--- src/rtl/apb_dec_pkg.sv ---
// apb_dec_pkg: shared state type and region-index helper for the APB region decoder.
package apb_dec_pkg;

   typedef enum logic [1:0] {IDLE, SETUP, ACCESS, ABORT} apb_dec_state_t;

   // Region index is the top sel_bits of an addr_w-bit address; the caller zero-extends into 64 bits.
   function automatic int unsigned region_idx(input logic [63:0] addr, input int unsigned addr_w,
                                              input int unsigned sel_bits);
      return 32'((addr >> (addr_w - sel_bits)) & ((64'd1 << sel_bits) - 64'd1));
   endfunction

endpackage

--- src/rtl/apb_dec_watchdog.sv ---
// apb_dec_watchdog: saturating stall counter; expired_o flags the cycle whose increment reaches TIMEOUT.
module apb_dec_watchdog #(
   parameter int TIMEOUT = 16
) (
   input  logic clk,
   input  logic reset,
   input  logic clear_i,
   input  logic en_i,
   output logic expired_o
);

   localparam int CW = $clog2(TIMEOUT + 1);

   logic [CW-1:0] cnt_q, cnt_d;

   assign cnt_d = clear_i ? '0 : (en_i && cnt_q != CW'(TIMEOUT)) ? cnt_q + 1'b1 : cnt_q;
   assign expired_o = en_i && cnt_q >= CW'(TIMEOUT - 1);

   always_ff @(posedge clk or posedge reset) begin
      if (reset) cnt_q <= '0;
      else cnt_q <= cnt_d;
   end

endmodule

--- src/rtl/apb_region_decoder.sv ---
// apb_region_decoder: APB address decoder / response mux with an erroring default slave.
// Define APB_DEC_WATCHDOG_EN to compile in the stalled-slave watchdog and ABORT response.
module apb_region_decoder
   import apb_dec_pkg::*;
#(
   parameter int NUM_SLAVES = 3,
   parameter int ADDR_W     = 16,
   parameter int DATA_W     = 16,
   parameter int SEL_BITS   = 2,
   parameter int TIMEOUT    = 16
) (
   input  logic                         clk,
   input  logic                         reset,
   input  logic                         m_psel,
   input  logic                         m_penable,
   input  logic [ADDR_W-1:0]            m_paddr,
   output logic [DATA_W-1:0]            m_prdata,
   output logic                         m_pready,
   output logic                         m_pslverr,
   output logic [NUM_SLAVES-1:0]        s_psel,
   input  logic [NUM_SLAVES*DATA_W-1:0] s_prdata,
   input  logic [NUM_SLAVES-1:0]        s_pready
);

   apb_dec_state_t state_q, state_d, st;
   logic [SEL_BITS-1:0] idx_q, idx_d, dec_idx;
   logic [DATA_W-1:0] sel_rdata;
   logic sel_ready, sel_hit, wd_expired;

   if (NUM_SLAVES > 2**SEL_BITS) begin : g_chk_slaves
      $error("NUM_SLAVES exceeds 2**SEL_BITS");
   end
   if (TIMEOUT < 1) begin : g_chk_timeout
      $error("TIMEOUT must be at least 1");
   end

   assign dec_idx = SEL_BITS'(region_idx(64'(m_paddr), ADDR_W, SEL_BITS));
   // The master's setup cycle is recognised combinationally so s_psel needs no extra cycle.
   assign st = (state_q == IDLE && m_psel && !m_penable) ? SETUP : state_q;

`ifdef APB_DEC_WATCHDOG_EN
   apb_dec_watchdog #(.TIMEOUT(TIMEOUT)) u_wd (
      .clk      (clk),
      .reset    (reset),
      .clear_i  (st == SETUP),
      .en_i     (st == ACCESS && m_psel && sel_hit && !sel_ready),
      .expired_o(wd_expired)
   );
`else
   assign wd_expired = 1'b0;
`endif

   always_comb begin
      sel_hit = 1'b0;
      sel_rdata = '0;
      sel_ready = 1'b0;
      for (int i = 0; i < NUM_SLAVES; i++)
         if (SEL_BITS'(i) == idx_q) begin
            sel_hit = 1'b1;
            sel_rdata = s_prdata[i*DATA_W +: DATA_W];
            sel_ready = s_pready[i];
         end
   end

   // Outputs are forced low while reset is held so an asynchronous reset silences the bus at once.
   always_comb begin
      state_d = state_q;
      idx_d = idx_q;
      s_psel = '0;
      m_pready = 1'b0;
      m_pslverr = 1'b0;
      m_prdata = '0;
      if (!reset)
         case (st)
            SETUP: begin
               idx_d = dec_idx;
               state_d = ACCESS;
               for (int i = 0; i < NUM_SLAVES; i++) s_psel[i] = SEL_BITS'(i) == dec_idx;
            end
            ACCESS: begin
               if (!m_psel) state_d = IDLE;
               else if (!sel_hit) begin
                  m_pready = 1'b1;
                  m_pslverr = 1'b1;
                  state_d = IDLE;
               end else begin
                  for (int i = 0; i < NUM_SLAVES; i++) s_psel[i] = SEL_BITS'(i) == idx_q;
                  m_pready = sel_ready;
                  m_prdata = sel_ready ? sel_rdata : '0;
                  state_d = sel_ready ? IDLE : wd_expired ? ABORT : ACCESS;
               end
            end
`ifdef APB_DEC_WATCHDOG_EN
            ABORT: begin
               m_pready = 1'b1;
               m_pslverr = 1'b1;
               state_d = IDLE;
            end
`endif
            default: begin
               m_pready = m_penable;
               m_pslverr = m_penable;
            end
         endcase
   end

   always_ff @(posedge clk or posedge reset) begin
      if (reset) begin
         state_q <= IDLE;
         idx_q <= '0;
      end else begin
         state_q <= state_d;
         idx_q <= idx_d;
      end
   end

endmodule

--- config.mk ---
export PLATFORM = sky130hd
export DESIGN_NAME = apb_region_decoder
export DESIGN_NICKNAME = d
export VERILOG_FILES = /design/src/rtl/apb_dec_pkg.sv /design/src/rtl/apb_dec_watchdog.sv /design/src/rtl/apb_region_decoder.sv
export SDC_FILE = /design/constraint.sdc
export NUM_CORES = 1
export LEC_CHECK = 0
export CAP_MARGIN = 40
export CORE_MARGIN = 3
export CORE_UTILIZATION = 29
export CTS_CLUSTER_DIAMETER = 120
export DETAILED_ROUTE_END_ITERATION = 12
export PLACE_DENSITY = 0.95
export SYNTH_ARGS = -nofsm -noshare
export SYNTH_HDL_FRONTEND = slang
export SYNTH_SLANG_ARGS = --single-unit
--- constraint.sdc ---
create_clock -name clk -period 3.73 [get_ports clk]
set_clock_uncertainty 0.05 [all_clocks]
set_input_delay 0.373 -clock clk [delete_from_list [all_inputs] [get_ports clk]]
set_output_delay 0.373 -clock clk [all_outputs]
set_load 0.01 [all_outputs]
== Word-level counts from Yosys, hierarchy flattened ==
Index checks and enable logic that the tools add are counted.
Storage, ports and cells
  register bits after elaboration: 4
  output and inout port bits: 21
  logic and storage cells: 49
Operators by class
  equality and inequality tests: 6
  mux-type cells: 31
  bitwise gates (word level): 1
  reduce and logical (&&, ||, !) cells: 9
Operators with widths (number)
  16-bit 2-to-1 mux: 8
  1-bit 2-to-1 mux: 12
  3-bit 2-to-1 mux: 3
  2-bit 2-to-1 mux: 4
  2-bit zero test: 3
  3-bit one-hot mux with 2 select lines: 1
  1-bit by 2-bit equality test with 1-bit output, first input constant: 2
  2-bit equality test, first input constant: 2
  1-bit one-hot mux with 2 select lines: 2
  2-bit one-hot mux with 2 select lines: 1
  2-bit AND reduction: 2
  2-bit by 1-bit equality test with 1-bit output, second input constant: 1
  2-bit equality test, second input constant: 1
  1-bit logical AND: 2
  2-bit nonzero test: 1
  1-bit zero test: 1
  1-bit NOT: 1

== Longest topological paths before layout ==
Gate-level depths: netlist of run 1.
  word-level depth: 9
  gate-level depth with buffers: 6
  mapped depth without buffers: 3

== Worst setup path after synthesis of run 1 ==
No wires, ideal clock.
  path kind: reg-to-output
  from: reg idx_q[0]
  to: out m_prdata[10]
  data arrival time: 1.217 ns
  slack: 2.090 ns
  stages on the path, launching flop included: 6
  path buffers: 2
  cell sequence: dfrtp_1 > buf_2 > nand2b_1 > a21o_4 > buf_6 > nor3_2
Between the ends
  word-level cells in the longest chain between the ends: 9
  elaborated cells on any way between the ends: 17
  those cells by class: eq/ne: 2; mux: 14; reduce/logical: 1
Ends and longest elaborated chain
  from (decl): RTL line apb_region_decoder.sv:26  | logic [SEL_BITS-1:0] idx_q, idx_d, dec_idx;
  from (signal assigned): RTL line apb_region_decoder.sv:113  | idx_q <= idx_d;
  2-bit zero test: RTL line apb_region_decoder.sv:58  | if (SEL_BITS'(i) == idx_q) begin
  16-bit 2-to-1 mux or 1-bit 2-to-1 mux (tied branches) (3 in series): RTL line apb_region_decoder.sv:58
  16-bit 2-to-1 mux: RTL line apb_region_decoder.sv:89  | m_prdata = sel_ready ? sel_rdata : '0;
  16-bit 2-to-1 mux (*): RTL line apb_region_decoder.sv:82  | else if (!sel_hit) begin
  16-bit 2-to-1 mux (*): RTL line apb_region_decoder.sv:81  | if (!m_psel) state_d = IDLE;
  16-bit 2-to-1 mux (*): RTL line apb_region_decoder.sv:74  | case (st)
  16-bit 2-to-1 mux (*): RTL line apb_region_decoder.sv:73  | if (!reset)
  to (decl): RTL line apb_region_decoder.sv:17  | output logic [DATA_W-1:0] m_prdata,
Every way passes the cells marked *; elsewhere a longest branch is shown, timed or not.

== Final worst setup path of run 1 ==
  from: reg idx_q[0]
  to: out m_prdata[15]
The elaborated chain is that of the path after synthesis.

==> results of run 1 <==
## state kept, by name (all words and copies together), names as in the netlist
register / flops
idx_q: 2
state_q: 1
## worst max-delay path, delay by kind of cell, from the launching register on
kind / cells / cell delay (ns)
compound gates: 1 / 0.30
simple gates: 2 / 0.39
buf+inv: 2 / 0.88
flops: 1 / 0.55
## cell type report
class / instances / area [um^2] / share of cell area (%)
multi-input combinational: 74 / 651 / 40.8
timing repair buffer: 80 / 793 / 49.8
sequential: 3 / 75.1 / 4.71
inverter: 3 / 11.3 / 0.706
tap: 30 / 37.5 / 2.35
clock buffer: 4 / 26.3 / 1.65
## routing by layer
metal  routed length (um)  vias up  part of all wire, %
met1                 1200      476                   38
met5                    0        -                    0
li1                     -      501                    -
met4                   57        0                  1.8
met2                 1670       58                   53
met3                  211        6                  6.7
## per-stage QoR
stage / std cells / cell area [um^2] / util, % / setup WS [ns]
final: 194 / 1590 / 62.6 / 0.951
after global routing: 194 / 1590 / 62.6 / 0.794
after CTS: 194 / 1590 / 62.6 / 0.952
after detailed placement: 190 / 1570 / 61.6 / 1.01
after global placement: 190 / 1570 / 61.6 / 1.05
after floorplan: 90 / 798 / - / 2.09
## cell usage after synthesis (2+ instances only)
library cell / n / area [um^2]
a2bb2oi_1: 16 / 140
mux2i_1: 16 / 160
nor3_2: 10 / 100
nor3_1: 6 / 30.0
buf_2: 4 / 20.0
nand2b_1: 4 / 25.0
buf_4: 3 / 22.5
dfrtp_1: 3 / 75.1
inv_1: 3 / 11.3
o32ai_1: 3 / 26.3
and2_1: 2 / 12.5
clkbuf_1: 2 / 7.51
nand2_1: 2 / 7.51
nor2_1: 2 / 7.51
o21ai_0: 2 / 10.0
## kinds of logic after synthesis
kind of cell           Yosys count  synth area share [%]
and+or+nand+nor                 32                  32.9
buffers and inverters           13                  9.09
DFF                              3                  9.40
AOI/OAI and AO/OA               25                  27.1
muxes                           17                  21.5
## power groups by stage
stage / combinational [W] / sequential (W) / clock (W)
5_1_grt: 0.000386 / 0.0000785 / 0.0000591
4_1_cts: 0.000358 / 0.0000738 / 0.0000596
2_1_floorplan: 0.000272 / 0.0000487 / 0
3_5_place_dp: 0.000357 / 0.0000745 / 0
6_report: 0.000357 / 0.0000739 / 0.0000584
3_3_place_gp: 0.000348 / 0.0000722 / 0
## worst paths after layout
path                            slack, ns        from            to  depth (start not counted)
max in group asynchronous            3.03       reset      idx_q[0]                          2
min in group clk                     0.69  state_q[1]    state_q[1]                          1
worst min-delay path                 0.45       reset      idx_q[1]                          2
worst max-delay path                 0.95    idx_q[0]  m_prdata[15]                          5
worst min register to register       0.69  state_q[1]    state_q[1]                          1
worst max register to register       2.04    idx_q[0]    state_q[1]                          4
==> impl_results.md, run 1 <==
- Worst EP required: 3.31 ns
- Synthesized flop and latch total: 3
- Post-Synthesis Cells: 90
- Initial DRC count: 35
- Design Power: 0.000490 W
- First-pass GRT wire length: 4.86 mm
- CP peak stage delay: 0.58 ns
- Met2 GRT Util: 33.5%
- CP max-delay cell: clkdlybuf4s50_1
- Fill count: between 200 and 250
- DP HPWL: between 2 and 3 mm
- Post-CTS Resized: 0
- Smallest hold slack: 0.453 ns
- Gate power share: 73.0%
- Cts bufs inserted: 3
- CTS max path bufs: 2
- Setup TNS Final: 0 ns
- Initial Utilization: 31.4%
- CP cell instances: buf_4, nand2b_1, a21o_4, nor3_1, clkdlybuf4s50_1
- FFs w/ async S/R, synth: 100%
- WL final: roughly 3.1 mm
- # setup viols final: 0
- Via count: 1,041
- Met3 Use GR: 2.63%
- H-tree depth: 1
- Die X: between 50 and 60 um
- RSZ-0062 raised after global routing: false
- WP data arrival: roughly 2.4 ns
- Vias per Instance: 5.37
- Register share of total power: 15.1%
- Register area share after synthesis: 9.40%
- Setup crit start kind: flop
- Postcts setup bufs: 0
- Tot GR Track Use: 18.4%
- Most frequent cells in the layout: 77 x clkdlybuf4s50_1, 16 x mux2i_1, 16 x a2bb2oi_1, 10 x nor3_2, 6 x nor3_1
- Cell variety after synth: 27
- Die height: 58.5 um
- Commonest non-fill, non-tap cell in the layout: clkdlybuf4s50_1
- # DRC: 0
- Number of max-cap violations: 0
- Synthesis-to-layout area growth: 99.7%
- Post-Syn Nets: 161
- Worst VDD drop: 0.252 mV
- Synth warnings: 0
- Worst-path clk slew: 0.04 ns
- Met1 GRT Util: between 20 and 25%
- Worst skew pair latency: roughly 0.24 ns
- Fin. Hold Viols: 0
- Internal Power: between 0.0002 and 0.0003 W
- Slew Limit Fails: 0
- Actual slew at the worst max-slew pin: 0.790 ns
- # rows: 18
- Synthesized area per cell: slightly below 9 um^2
- Net Sw Power: 0.000208 W
- Overflow after GRT: 0
- Hold Path Class: in2async
- CTS tree: yes
- CP Capture Type: primary output
- Clock Sinks: 3
- Leakage Power: 0.593 nW
- Initial antenna violation count: 0
- Vias in the first global route: 1,088
- WS Path Type: reg2out
- First-pass detailed-route iteration total: 4
- Gr busiest metal: met2
- Clock Power Share: 11.9%
- Port-buffer cells: 77
- Netlist Area Pre-Place: 798 um^2
- Switching share of total power: 42.6%
- Layout cells sized above 1: 12.8%
- Post-route ant nets: 0
- Status: complete, no violations
- DR WL/cell: between 15 and 20 um
- Floorplan core area: 2540 um^2
- Final period util: between 70 and 80%
- Hold_buf cts: 0
- Die Area: 3420 um^2
- Ant diodes: 0
- Max frequency: 360 MHz
- Max FO, Critical Path: 16
- Largest net degree at the start of global routing: 17
- CTS root buf: clkbuf_4
- Gpl congestion: between 0.7 and 0.8
- Boundary pin count: 92
- Ys flop type: dfrtp_1
- Pwr Density: 307 nW/um^2
- Slew headroom: 47.1%
- Final min period: 2.78 ns
- Post-synth EDFFs: 0
- Final net count: 236
(Power assumes the default switching activity.)
==> inputs of run 2 (changes only) <==
- CORE_UTILIZATION: 29 -> 27
- PLACE_DENSITY: 0.95 -> 0.9
- clock period: 3.73 -> 2.8 ns (I/O delays scaled with it)
==> impl_results.md, run 2 (synthesized netlist as in run 1, its figures left out) <==
- Initial Utilization: between 20 and 30%
- WP data arrival: 2.19 ns
- RSZ-0062 raised after global routing: false
- Vias in the first global route: 1,000
- Fill count: 267
- Synthesis-to-layout area growth: 104%
- Top flop regs: idx_q x2, state_q x1
- Worst setup margin: around 0.28 ns
- Number of flip-flops under the largest register name: 2
- Tot GR Track Use: approximately 16%
- # rows: 19
- CP max-delay cell: clkdlybuf4s50_1
- Smallest hold slack: 0.352 ns
- Post-route ant nets: 0
- Floorplan core area: 2780 um^2
- Worst flop-to-flop path endpoint: state_q[1]
- Inst Count DP: 193
- DR WL/cell: 15.3 um
- Worst-path clk slew: 0.04 ns
- Leakage Power: 0.613 nW
- WL final: between 3 and 4 mm
- Gpl congestion: 0.648
- Post-CTS Resized: 0
- Final period util: 89.9%
- Crit path to: m_prdata[1]
- CTS max path bufs: 2
- CP cell instances: buf_4, nor2b_1, buf_4, a2bb2oi_1, nor3_1, clkdlybuf4s50_1
- Cell mode on critical path: buf_4
- Design Power: 0.000680 W
- Final net count: 240
- Setup crit start kind: flop
- Max FO, Critical Path: 16
- Most frequent cells in the layout: 77 x clkdlybuf4s50_1, 16 x mux2i_1, 16 x a2bb2oi_1, 10 x nor3_2, 7 x buf_4
- Pwr Density: 418 nW/um^2
- Die X: 60.4 um
- CTS root buf: clkbuf_4
- R2R setup slack: ~1.2 ns
- # setup viols final: 0
- Bufs and invs on worst path: 3
- Initial DRC count: 51
- R2R cell count: 4
- First-pass GRT wire length: 4.37 mm
- Slew Limit Fails: 0
- Final min period: 2.52 ns
- Initial antenna violation count: 0
- Ant diodes: 0
- Via count: 1,028
- Overflow after GRT: 0
- Critical Path Start: idx_q[0]
- Clock Sinks: 3
- Slew headroom: 70.4%
- Fin. Hold Viols: 0
- WS Path Type: reg2out
- Port-buffer cells: between 70 and 80
- Max frequency: slightly below 400 MHz
- DP Worst Slack: roughly 0.22 ns
- Actual slew at the worst max-slew pin: 0.443 ns
- Largest net degree at the start of global routing: 17
- Reg-to-Reg Start: idx_q[0]
- Die height: 60.4 um
- Number of max-cap violations: 0
- Hold Path Class: in2async
- Worst VDD drop: 0.289 mV
- Post-route insts no fill: 199
- Die Area: 3650 um^2
- Worst skew pair latency: 0.24 ns
- H-tree depth: 1
- First-pass detailed-route iteration total: 4
- Cts bufs inserted: 3
- Reg with most FFs: idx_q
- Vias per Instance: just over 5
- CP Capture Type: primary output
- Worst EP required: 2.47 ns
- # DRC: 0
- CTS tree: yes
- Commonest non-fill, non-tap cell in the layout: clkdlybuf4s50_1
- Levels on crit path: 6
- CP peak stage delay: between 0.5 and 0.6 ns
- CP top delay family: buffers and inverters
- Boundary pin count: slightly above 90
- Layout cells sized above 1: about 15%
- Setup TNS Final: 0 ns
- DP HPWL: 2.40 mm
- Status: complete, no violations
==> run 2: cell type report <==
class,count,area (um^2),area share [%]
Tap cell,31,38.8,2.39
Inverter,3,11.3,0.693
Sequential cell,3,75.1,4.62
Clock buffer,4,26.3,1.62
Multi-Input combinational cell,74,651,40.0
Timing Repair Buffer,84,823,50.7
==> run 2: power breakdown <==
group,internal (W),switching [W],total [W]
combinational,0.000288,0.000227,0.000514
sequential,0.0000557,0.0000312,0.0000869
clock,0.0000536,0.0000254,0.0000790
==> run 2: worst min path at each step <==
stage | from | to | depth (start not counted)
final | reset | idx_q[1] | 2
after global routing | reset | idx_q[1] | 2
after CTS | reset | idx_q[1] | 2
after detailed placement | reset | idx_q[1] | 2
after global placement | reset | idx_q[0] | 2
after floorplan | reset | idx_q[0] | 1
==> run 2: per-layer routing <==
| layer | up-vias | wire [um] | global-route usage (%) |
|---|---|---|---|
| li1 | 505 | - | - |
| met1 | 469 | 1190 | 17.3 |
| met2 | 52 | 1570 | 29.5 |
| met3 | 2 | 257 | 3.19 |
| met4 | 0 | 24 | 8.54 |
| met5 | - | 0 | 0 |
==> run 2: timing repair <==
| action | 4_1_cts | 5_1_grt |
|---|---|---|
| setup endpoints to repair | 0 | 5 |
| buffers inserted | 0 | 2 |
| endpoints found under the hold margin | 0 | 0 |
| hold buffers | 0 | 0 |
==> run 2: metrics by stage <==
stage	utilization [%]	area (um^2)
after floorplan	-	798
after global placement	57.0	1580
after detailed placement	57.0	1580
after CTS	57.9	1610
after global routing	58.4	1630
final	58.4	1630
==> inputs of run 3 (changes only) <==
- SLEW_MARGIN: not set -> 10
==> results of run 3 <==
Same layout as run 2: the final DEF is identical, and so are final timing and power.
